<file path="src/rtl/i2c_pkg.sv">
// Shared types for the I2C EEPROM sequencer: FSM states, phy op codes, command payload.
package i2c_pkg;

  localparam logic I2C_WR = 1'b0;
  localparam logic I2C_RD = 1'b1;

  localparam int unsigned ADDR_W = 16;
  localparam int unsigned DATA_W = 8;

  typedef enum logic [3:0] {
    ST_IDLE,
    ST_START,
    ST_DEV_W,
    ST_ADDR_HI,
    ST_ADDR_LO,
    ST_WDATA,
    ST_STOP,
    ST_POLL_START,
    ST_POLL_DEV,
    ST_POLL_STOP,
    ST_RESTART,
    ST_DEV_R,
    ST_RDATA,
    ST_ERR_STOP,
    ST_DONE
  } state_t;

  typedef enum logic [2:0] {
    OP_NONE,
    OP_START,
    OP_STOP,
    OP_WRITE,
    OP_READ
  } phy_op_t;

  typedef struct packed {
    logic              rw;
    logic [ADDR_W-1:0] addr;
    logic [DATA_W-1:0] wdata;
  } cmd_t;

  // Phy operation each state issues on entry
  function automatic phy_op_t state_op(input state_t s);
    case (s)
      ST_START, ST_POLL_START, ST_RESTART:                          return OP_START;
      ST_STOP, ST_POLL_STOP, ST_ERR_STOP:                           return OP_STOP;
      ST_DEV_W, ST_ADDR_HI, ST_ADDR_LO, ST_WDATA, ST_POLL_DEV,
      ST_DEV_R:                                                     return OP_WRITE;
      ST_RDATA:                                                     return OP_READ;
      default:                                                      return OP_NONE;
    endcase
  endfunction

endpackage

</file>
<file path="src/rtl/i2c_eeprom_seq.sv">
// Single-byte random write/read sequencer for a 24-series EEPROM on top of a byte-level I2C phy.
module i2c_eeprom_seq
  import i2c_pkg::*;
#(
  parameter logic [6:0]  DEV_ADDR   = 7'h50,
  parameter int unsigned ADDR_BYTES = 2,
  parameter logic [7:0]  POLL_MAX   = 8'd255
) (
  input  logic              clk,
  input  logic              rst_n,
  input  logic              cmd_valid,
  output logic              cmd_ready,
  input  logic              cmd_rw,
  input  logic [ADDR_W-1:0] cmd_addr,
  input  logic [DATA_W-1:0] cmd_wdata,
  output logic              rsp_valid,
  output logic              rsp_err,
  output logic [DATA_W-1:0] rsp_rdata,
  output logic              phy_start_req,
  output logic              phy_stop_req,
  output logic              phy_write_req,
  output logic              phy_read_req,
  input  logic              phy_ready,
  output logic              phy_master_ack,
  input  logic              phy_slave_ack,
  output logic [DATA_W-1:0] phy_wdata,
  input  logic [DATA_W-1:0] phy_rdata
);

  state_t            state, state_nxt;
  logic              wait_q, wait_nxt;
  cmd_t              cmd_q;
  logic [7:0]        poll_cnt;
  logic              poll_ack_q;
  logic              accept;
  logic              op_done;
  phy_op_t           op_nxt;
  logic [DATA_W-1:0] wbyte_nxt;
  logic              cmd_ready_d;
  logic              rsp_valid_d;
  logic              rsp_err_d;

  assign accept         = (state == ST_IDLE) && cmd_valid;
  assign op_done        = wait_q && phy_ready;
  assign phy_master_ack = 1'b0;

  // State register plus the "waiting for phy_ready" flag
  always_ff @(posedge clk or negedge rst_n) begin
    if (!rst_n) begin
      state  <= ST_IDLE;
      wait_q <= 1'b0;
    end else begin
      state  <= state_nxt;
      wait_q <= wait_nxt;
    end
  end

  // Next-state: each op state fires once, then waits for the phy completion pulse
  always_comb begin
    state_nxt = state;
    wait_nxt  = 1'b0;
    if (state_op(state) != OP_NONE) begin
      wait_nxt = !op_done;
    end
    case (state)
      ST_IDLE:       if (cmd_valid) state_nxt = ST_START;
      ST_START:      if (op_done) state_nxt = ST_DEV_W;
      ST_DEV_W:      if (op_done) state_nxt = !phy_slave_ack ? ST_ERR_STOP :
                                              (ADDR_BYTES == 2) ? ST_ADDR_HI : ST_ADDR_LO;
      ST_ADDR_HI:    if (op_done) state_nxt = phy_slave_ack ? ST_ADDR_LO : ST_ERR_STOP;
      ST_ADDR_LO:    if (op_done) state_nxt = !phy_slave_ack ? ST_ERR_STOP :
                                              (cmd_q.rw == I2C_RD) ? ST_RESTART : ST_WDATA;
      ST_WDATA:      if (op_done) state_nxt = phy_slave_ack ? ST_STOP : ST_ERR_STOP;
      ST_STOP:       if (op_done) state_nxt = (cmd_q.rw == I2C_RD) ? ST_DONE : ST_POLL_START;
      ST_POLL_START: if (op_done) state_nxt = ST_POLL_DEV;
      ST_POLL_DEV:   if (op_done) state_nxt = ST_POLL_STOP;
      ST_POLL_STOP:  if (op_done) state_nxt = (poll_ack_q || (poll_cnt == POLL_MAX)) ?
                                              ST_DONE : ST_POLL_START;
      ST_RESTART:    if (op_done) state_nxt = ST_DEV_R;
      ST_DEV_R:      if (op_done) state_nxt = phy_slave_ack ? ST_RDATA : ST_ERR_STOP;
      ST_RDATA:      if (op_done) state_nxt = ST_STOP;
      ST_ERR_STOP:   if (op_done) state_nxt = ST_DONE;
      ST_DONE:       state_nxt = ST_IDLE;
      default:       state_nxt = ST_IDLE;
    endcase
  end

  // Output decode from the upcoming state so every output can be registered
  always_comb begin
    op_nxt      = wait_nxt ? OP_NONE : state_op(state_nxt);
    wbyte_nxt   = phy_wdata;
    cmd_ready_d = (state_nxt == ST_IDLE);
    rsp_valid_d = (state_nxt == ST_DONE);
    rsp_err_d   = (state_nxt == ST_DONE) &&
                  ((state == ST_ERR_STOP) || ((state == ST_POLL_STOP) && !poll_ack_q));
    if (op_nxt == OP_WRITE) begin
      case (state_nxt)
        ST_DEV_W, ST_POLL_DEV: wbyte_nxt = {DEV_ADDR, I2C_WR};
        ST_DEV_R:              wbyte_nxt = {DEV_ADDR, I2C_RD};
        ST_ADDR_HI:            wbyte_nxt = cmd_q.addr[15:8];
        ST_ADDR_LO:            wbyte_nxt = cmd_q.addr[7:0];
        ST_WDATA:              wbyte_nxt = cmd_q.wdata;
        default:               wbyte_nxt = phy_wdata;
      endcase
    end
  end

  // Registered outputs, command latch, poll counter and read capture
  always_ff @(posedge clk or negedge rst_n) begin
    if (!rst_n) begin
      phy_start_req <= 1'b0;
      phy_stop_req  <= 1'b0;
      phy_write_req <= 1'b0;
      phy_read_req  <= 1'b0;
      phy_wdata     <= 8'hFF;
      cmd_ready     <= 1'b1;
      rsp_valid     <= 1'b0;
      rsp_err       <= 1'b0;
      rsp_rdata     <= 8'h00;
      cmd_q         <= '0;
      poll_cnt      <= 8'd0;
      poll_ack_q    <= 1'b0;
    end else begin
      phy_start_req <= (op_nxt == OP_START);
      phy_stop_req  <= (op_nxt == OP_STOP);
      phy_write_req <= (op_nxt == OP_WRITE);
      phy_read_req  <= (op_nxt == OP_READ);
      phy_wdata     <= wbyte_nxt;
      cmd_ready     <= cmd_ready_d;
      rsp_valid     <= rsp_valid_d;
      rsp_err       <= rsp_err_d;
      if (accept) begin
        cmd_q.rw    <= cmd_rw;
        cmd_q.addr  <= cmd_addr;
        cmd_q.wdata <= cmd_wdata;
        poll_cnt    <= 8'd0;
      end
      if ((state == ST_POLL_DEV) && op_done) begin
        poll_ack_q <= phy_slave_ack;
        if (!phy_slave_ack) poll_cnt <= poll_cnt + 8'd1;
      end
      if ((state == ST_RDATA) && op_done) begin
        rsp_rdata <= phy_rdata;
      end
    end
  end

endmodule

</file>
<file path="config.mk">
export PLATFORM = sky130hd
export DESIGN_NAME = i2c_eeprom_seq
export DESIGN_NICKNAME = d
export VERILOG_FILES = /design/src/rtl/i2c_pkg.sv /design/src/rtl/i2c_eeprom_seq.sv
export SDC_FILE = /design/constraint.sdc
export NUM_CORES = 1
export LEC_CHECK = 0
export ABC_AREA = 1
export BUFFER_PORTS_ARGS = -buffer_cell sky130_fd_sc_hd__buf_2
export CAP_MARGIN = 30
export CORE_MARGIN = 5
export CORE_UTILIZATION = 50
export DETAILED_ROUTE_END_ITERATION = 12
export MAX_ROUTING_LAYER = met4
export PLACE_DENSITY = 0.83
export SLEW_MARGIN = 20
export SYNTH_ARGS = -nofsm -noshare
export SYNTH_HDL_FRONTEND = slang
export SYNTH_SLANG_ARGS = --single-unit
</file>
<file path="constraint.sdc">
create_clock -name clk -period 1.9 [get_ports clk]
set_input_delay 0.38 -clock clk [delete_from_list [all_inputs] [get_ports clk]]
set_output_delay 0.38 -clock clk [all_outputs]
set_load 0.02 [all_outputs]
</file>
==> impl_metrics.toml, run 1 <==
[clock_tree]
tritoncts = "yes"
clockRootBuffer = "clkbuf_8"
clk_path_buf_depth = 2
cts_buffers = 9
insertion_delay_ns = 0.35
clk_pin_slew_ns = 0.08
cts.sinks = 62
cts_max_level = 3

[synth]
synth_top_family_by_area = "simple AND/OR/NAND/NOR gates"
synth.net_count = 465
synth_edf_count = 0
syn_area_per_cell_um2 = 7.610
synth-main-ff-cell = "dfrtp_1"
synth_common_cells = "nand2_1, dfrtp_1, nand3_1"
synth-seq-cells = 62
ys_types = 33
yosys_warnings = 0
netlist_instances = 426
yosys.area_share.simple_pct = 38.71
muxShareOfSynthArea_pct = 2.779
synth_top_cell_area_share_pct = 40.91
synthAdderAreaFrac_pct = 0.3860
synth_seq_area_share_pct = 48.21
synth_xor_area_share_pct = 0
netlist_area_um2 = 3242
synthTopCellsByArea = "dfrtp_1, nand2_1, dfstp_2, nand3_1, nor2_1"
yosysTopAreaCell = "dfrtp_1"
synth_most_common_cell = "nand2_1"
async_reset_ff_share_pct = 100.0
synth_compound_area_share_pct = 5.017

[grt]
grtUsageMet2_pct = 37.11
grt_pass1_vias = 3304
grt-busiest-layer = "met2"
grt_overflow = 0
track_usage_pct = 23.38
grt_max_degree = 34
grt_antenna_before_repair = 0
gr-usage-met1_pct = 29.08
grt_pass1_wl_um = 15280
met3_usage_pct = 4.500

[sta]
whs_ns = 0.01195
fin_crit_sh_pct = 114.6
layout_min_cycle_time_ns = 2.177
grt_setup_unrepaired = "true"
tightestPinTransition_ns = 0.8020
max-slew-margin-rel_pct = 45.97
fmax_ghz = 0.4593
hold_violations = 0
slew_viol_final = 0
finClkSkew_ns = 0.01689
setup_slack_ns = -0.2771
setup_viol = 11

[power]
switching_share_pct = 48.24
power.density_nw_per_um2 = 1985
p_comb_share_pct = 62.2
seqPwrFrac_pct = 23.7
pwr-share-clk_pct = 14.1
p_int_mw = 4.788
leakagePower_nw = 2.471
peakVddDrop_v = 0.001368
power_mw = 9.251
p_switching_mw = 4.463

[placement]
place_congestion = 0.9498
place_ws_ns = -0.3775
dpl.hpwl_um = 6277
io_buffers = 60

[route]
totalWireLength_um = 10070
wl_per_cell_um = 15.86
vias = 3500
dr.pass1.iters = 7
ant_nets = 0
route.detailed.drc = 0
vias_per_cell = 5.512
drtIter0Drc = 294

[floorplanning]
die_w_um = 90.52
num_rows = 29
dieArea_um2 = 8194
boundaryPins = 62
fp.dieH_um = 90.52
core_area_um2 = 6314
initial_utilization_pct = 51.35

[layout]
finish.net_count = 592
drive_above_1_share_pct = 46.42
antenna_cells = 0
syn2layout_area_growth_pct = 43.73

[critical_path]
endpoint_kind = "flop"
arrival_ns = 2.45
setup.worst_path.class = "reg -> reg"
startpoint_type = "flop"
required_ns = 2.18
path_max_fanout = 6

[status]
violations = "setup timing"
status = "finished with violations"

[flow_run]
drv_cap = 0

[hold_path]
hold_class = "in -> async"
[sequential cells by signal, summed over array words and instances (netlist names), 4 cells and up]
signal / flops
rsp_rdata: 8
state: 4
phy_wdata: 8
poll_cnt: 8
cmd_q: 25
[path summary, 6_finish.rpt]
path,from,end,slack (ns),depth (start not counted)
max in group asynchronous,rst_n,state[3],1.27,2
worst min-delay path,rst_n,phy_stop_req,0.01,1
min in group clk,cmd_addr[15],cmd_q[23],0.22,3
worst min register to register,phy_wdata[5],phy_wdata[5],0.46,2
worst max-delay path,state[2],phy_wdata[1],-0.28,14
worst max register to register,state[2],phy_wdata[1],-0.28,14
[through the flow]
stage	std cells	setup TNS (ns)	utilization [%]	instance area, um^2
detailed placement	599	-3.500	62.84	3968
global placement	599	-2.880	62.84	3968
CTS	625	-0.7761	69.72	4402
floorplan	426	0	-	3242
finish	635	-2.347	73.80	4659
global route	635	-3.597	73.80	4659
[kinds of logic (layout without fill, tap and decap cells)]
group                      Yosys count  count (layout)
buffers and inverters               38             168
and+or+nand+nor                    287             289
DFF                                 62              62
other                                1               1
muxes                                8               8
AOI/OAI and AO/OA                   29              29
adders and majority gates            1               1
[placed cells by master (no fill, tap or decap), drive strengths merged, types with 3 or more instances in the layout]
cell / n
clkinv: 3
dfrtp: 53
nand3: 41
buf: 123
o21ai: 14
nand2: 197
clkbuf: 11
inv: 29
nor2: 45
dfstp: 9
mux2: 8
a21oi: 11
nor3: 3
[power groups by stage]
stage          clock network (mW)  registers [mW]  logic [mW]
3_5_place_dp                    0            2.18        4.07
6_report                     1.30            2.20        5.75
4_1_cts                      1.31            2.18        4.71
5_1_grt                      1.37            2.25        6.19
2_1_floorplan                   0            2.22        2.52
3_3_place_gp                    0            2.17        3.99
[per-layer routing]
layer / vias up / share of wire, % / wire, um
li1: 1618 / - / -
met1: 1635 / 39 / 3943
met2: 203 / 50 / 5001
met3: 44 / 8.0 / 808
met4: 0 / 3.1 / 317
met5: - / 0 / 0
[final cells by class]
cell class / instances / area, um^2
tap: 77 / 96.34
timing repair buffer: 123 / 833.3
inverter: 29 / 118.9
fill: 435 / 1654
sequential: 62 / 1568
clock inverter: 5 / 82.58
multi-input combinational: 328 / 1829
clock buffer: 11 / 131.4
[critical path, stage by stage (launching register included)]
cell and delay, ns:
dfrtp_2 0.48, inv_2 0.11, nor2_4 0.07, buf_4 0.14, buf_4 0.12, nand2_1 0.07, nand3_1 0.17, nand2_2 0.17
nand3_2 0.13, nor2_4 0.20, buf_4 0.16, nand2_1 0.06, nand3_1 0.12, nand2_2 0.06, nand2_1 0.05
[timing repair]
item / 4_1_cts / 5_1_grt
pin swaps: 29 / 38
gates cloned: 2 / 0
resized for setup: 47 / 51
buffers inserted: 8 / 11
hold buffers: 0 / 0
hold endpoints to repair: 0 / 0
setup endpoints to repair: 11 / 19
No activity file was read; power rests on OpenSTA's default activity.
==> inputs of run 2 (changes only) <==
- TNS_END_PERCENT: not set -> 30
==> run 2 against run 1 <==
Die area unchanged; critical path depth down 1; cell area down 1.2%; the run ends with hold timing, setup timing left; cell count down 0.31%; critical endpoint is now phy_wdata[0]; global-route usage down 0.45 points; flip-flop and latch count unchanged; clock power about the same; sequential power about the same; sequential share of layout area up 0.42 points; critical path type unchanged.
==> impl_metrics.toml, run 2 (synthesis results as in run 1) <==
[status]
status = "finished with violations"
violations = "hold timing, setup timing"

[critical_path]
crit_chain = "inv_4, nand2_1, nor2_1, nand2_1, nand3_1, a21oi_4, nand2_2, nand2_1, nor2_1, nand2_2, nor2_4, nand2_1, nand2_1"
required_ns = 2.18
rr_startpoint = "state[1]"
critPathMaxStageDelay_ns = 0.50
path_buf_inv = 1
endpoint_kind = "flop"
crit_path_top_delay_cell = "dfrtp_2"
setup.worst_path.class = "reg -> reg"
path_max_fanout = 6
cp_top_family = "simple AND/OR/NAND/NOR gates"
crit_start = "state[1]"
startpoint_type = "flop"
arrival_ns = 2.44
path_common_cell = "nand2_1"

[sta]
hold_violations = 2
max-slew-margin-rel_pct = 55.81
whs_ns = -0.0005443
finClkSkew_ns = 0.01162
setup_slack_ns = -0.2561
fmax_ghz = 0.4638
setup_viol = 11
slew_viol_final = 0
grt_setup_unrepaired = "true"
fin_crit_sh_pct = 113.5
tightestPinTransition_ns = 0.6559
final.setup.tns_ns = -2.404
layout_min_cycle_time_ns = 2.156

[layout]
largest_register_ffs = 25
postLayoutCoreUtil_pct = 72.89
antenna_cells = 0
drive_above_1_share_pct = 44.78
mostFrequentLayoutCells = "nand2_1, buf_2, buf_4"
finish.net_count = 590
multi_input_area_um2 = 1788
final.fill_count = 452
syn2layout_area_growth_pct = 41.95
final_cells = 633
mostFrequentLayoutCell = "nand2_1"
largest_register = "cmd_q"
regArea_um2 = 1568

[floorplanning]
fp.dieH_um = 90.52
dieArea_um2 = 8194
initial_utilization_pct = 51.35
boundaryPins = 62
die_w_um = 90.52
num_rows = 29
core_area_um2 = 6314

[clock_tree]
cts_max_level = 3
clockRootBuffer = "clkbuf_8"
insertion_delay_ns = 0.34
cts_hold_buf = 0
clk_path_buf_depth = 2
tritoncts = "yes"
cts.sinks = 62
clk_pin_slew_ns = 0.08
cts_buffers = 9

[power]
p_switching_mw = 4.304
p_int_mw = 4.708
power.density_nw_per_um2 = 1958
switching_share_pct = 47.76
seqPwrFrac_pct = 24.3
peakVddDrop_v = 0.001319
p_comb_share_pct = 61.3
pwr-share-clk_pct = 14.4
leakagePower_nw = 2.452
power_mw = 9.012

[route]
drtIter0Drc = 231
dr.pass1.iters = 6
totalWireLength_um = 9658
route.detailed.drc = 0
vias_per_cell = 5.411
wl_per_cell_um = 15.26
vias = 3425
ant_nets = 0

[grt]
grt_overflow = 0
grt_pass1_vias = 3281
grt_max_degree = 34
grt_antenna_before_repair = 0
grt_pass1_wl_um = 15010
track_usage_pct = 22.93

[placement]
io_buffers = 60
place_congestion = 0.9498
place_inst = 599
dpl.hpwl_um = 6277

[flow_run]
drv_cap = 0

[hold_path]
hold_class = "in -> async"
run 2: changes by cell type in the layout (fill, tap and decap cells not counted), moves of 2 or more:
cell and change:
nand3_2 -2, nor2_4 -3, o21ai_0 -2, nand2_1 +10, nand2_4 -4, nor2_2 +3, inv_2 +2, nand2_2 -6
o21ai_1 +2
run 2: repair_timing:
item,CTS,global route
cloned,1,1
resized for setup,39,47
endpoints found under the setup margin,11,19
pin swaps,23,28
setup buffers,6,10
run 2: worst paths after layout:
kind                                     end  slack, ns  depth (start not counted)
worst min-delay path            phy_stop_req    -0.0005                          1
min in group clk                   cmd_q[23]       0.22                          3
worst min register to register  phy_wdata[3]       0.47                          2
max in group asynchronous           state[3]       1.28                          2
worst max-delay path            phy_wdata[0]      -0.26                         13
worst max register to register  phy_wdata[0]      -0.26                         13
run 2: power by group through the flow:
stage	registers [mW]	clock network [mW]	logic, mW
floorplan	2.22	0	2.52
global placement	2.17	0	3.99
detailed placement	2.18	0	4.07
CTS	2.17	1.31	4.56
global route	2.24	1.38	6.00
finish	2.19	1.30	5.52
run 2: layout make-up:
| type | count | area share (%) |
|---|---|---|
| timing repair buffer | 121 | 17.70 |
| timing repair inverter | 1 | 0.1088 |
| multi-input combinational | 327 | 38.85 |
| tap | 77 | 2.094 |
| inverter | 29 | 2.529 |
| sequential | 62 | 34.07 |
| clock inverter | 5 | 1.794 |
| clock buffer | 11 | 2.855 |
run 2: metal layers:
layer  global-route usage [%]  vias to the layer above  part of all wire, %
li1                         -                     1597                    -
met5                        -                        -                    0
met2                    36.02                      185                   49
met1                    28.82                     1592                   39
met3                    4.000                       51                  7.7
met4                    10.67                        0                  3.8
run 2: per-stage QoR:
stage / area (um^2) / hold WS (ns) / setup WS [ns]
3_5_place_dp: 3968 / 0.3848 / -0.3775
2_1_floorplan: 3242 / 0.08441 / 0.03786
5_1_grt: 4602 / 0.03509 / -0.3835
4_1_cts: 4353 / 0.009455 / -0.1139
6_report: 4602 / -0.0005443 / -0.2561
3_3_place_gp: 3968 / 0.3770 / -0.3113
run 2: worst reg2reg max path, delay by kind of cell, from the launching register on:
family | cells | cell delay [ns]
buffers and inverters | 1 | 0.13
AO/OA/AOI/OAI | 1 | 0.11
flip-flops | 1 | 0.50
AND/OR/NAND/NOR | 11 | 1.36
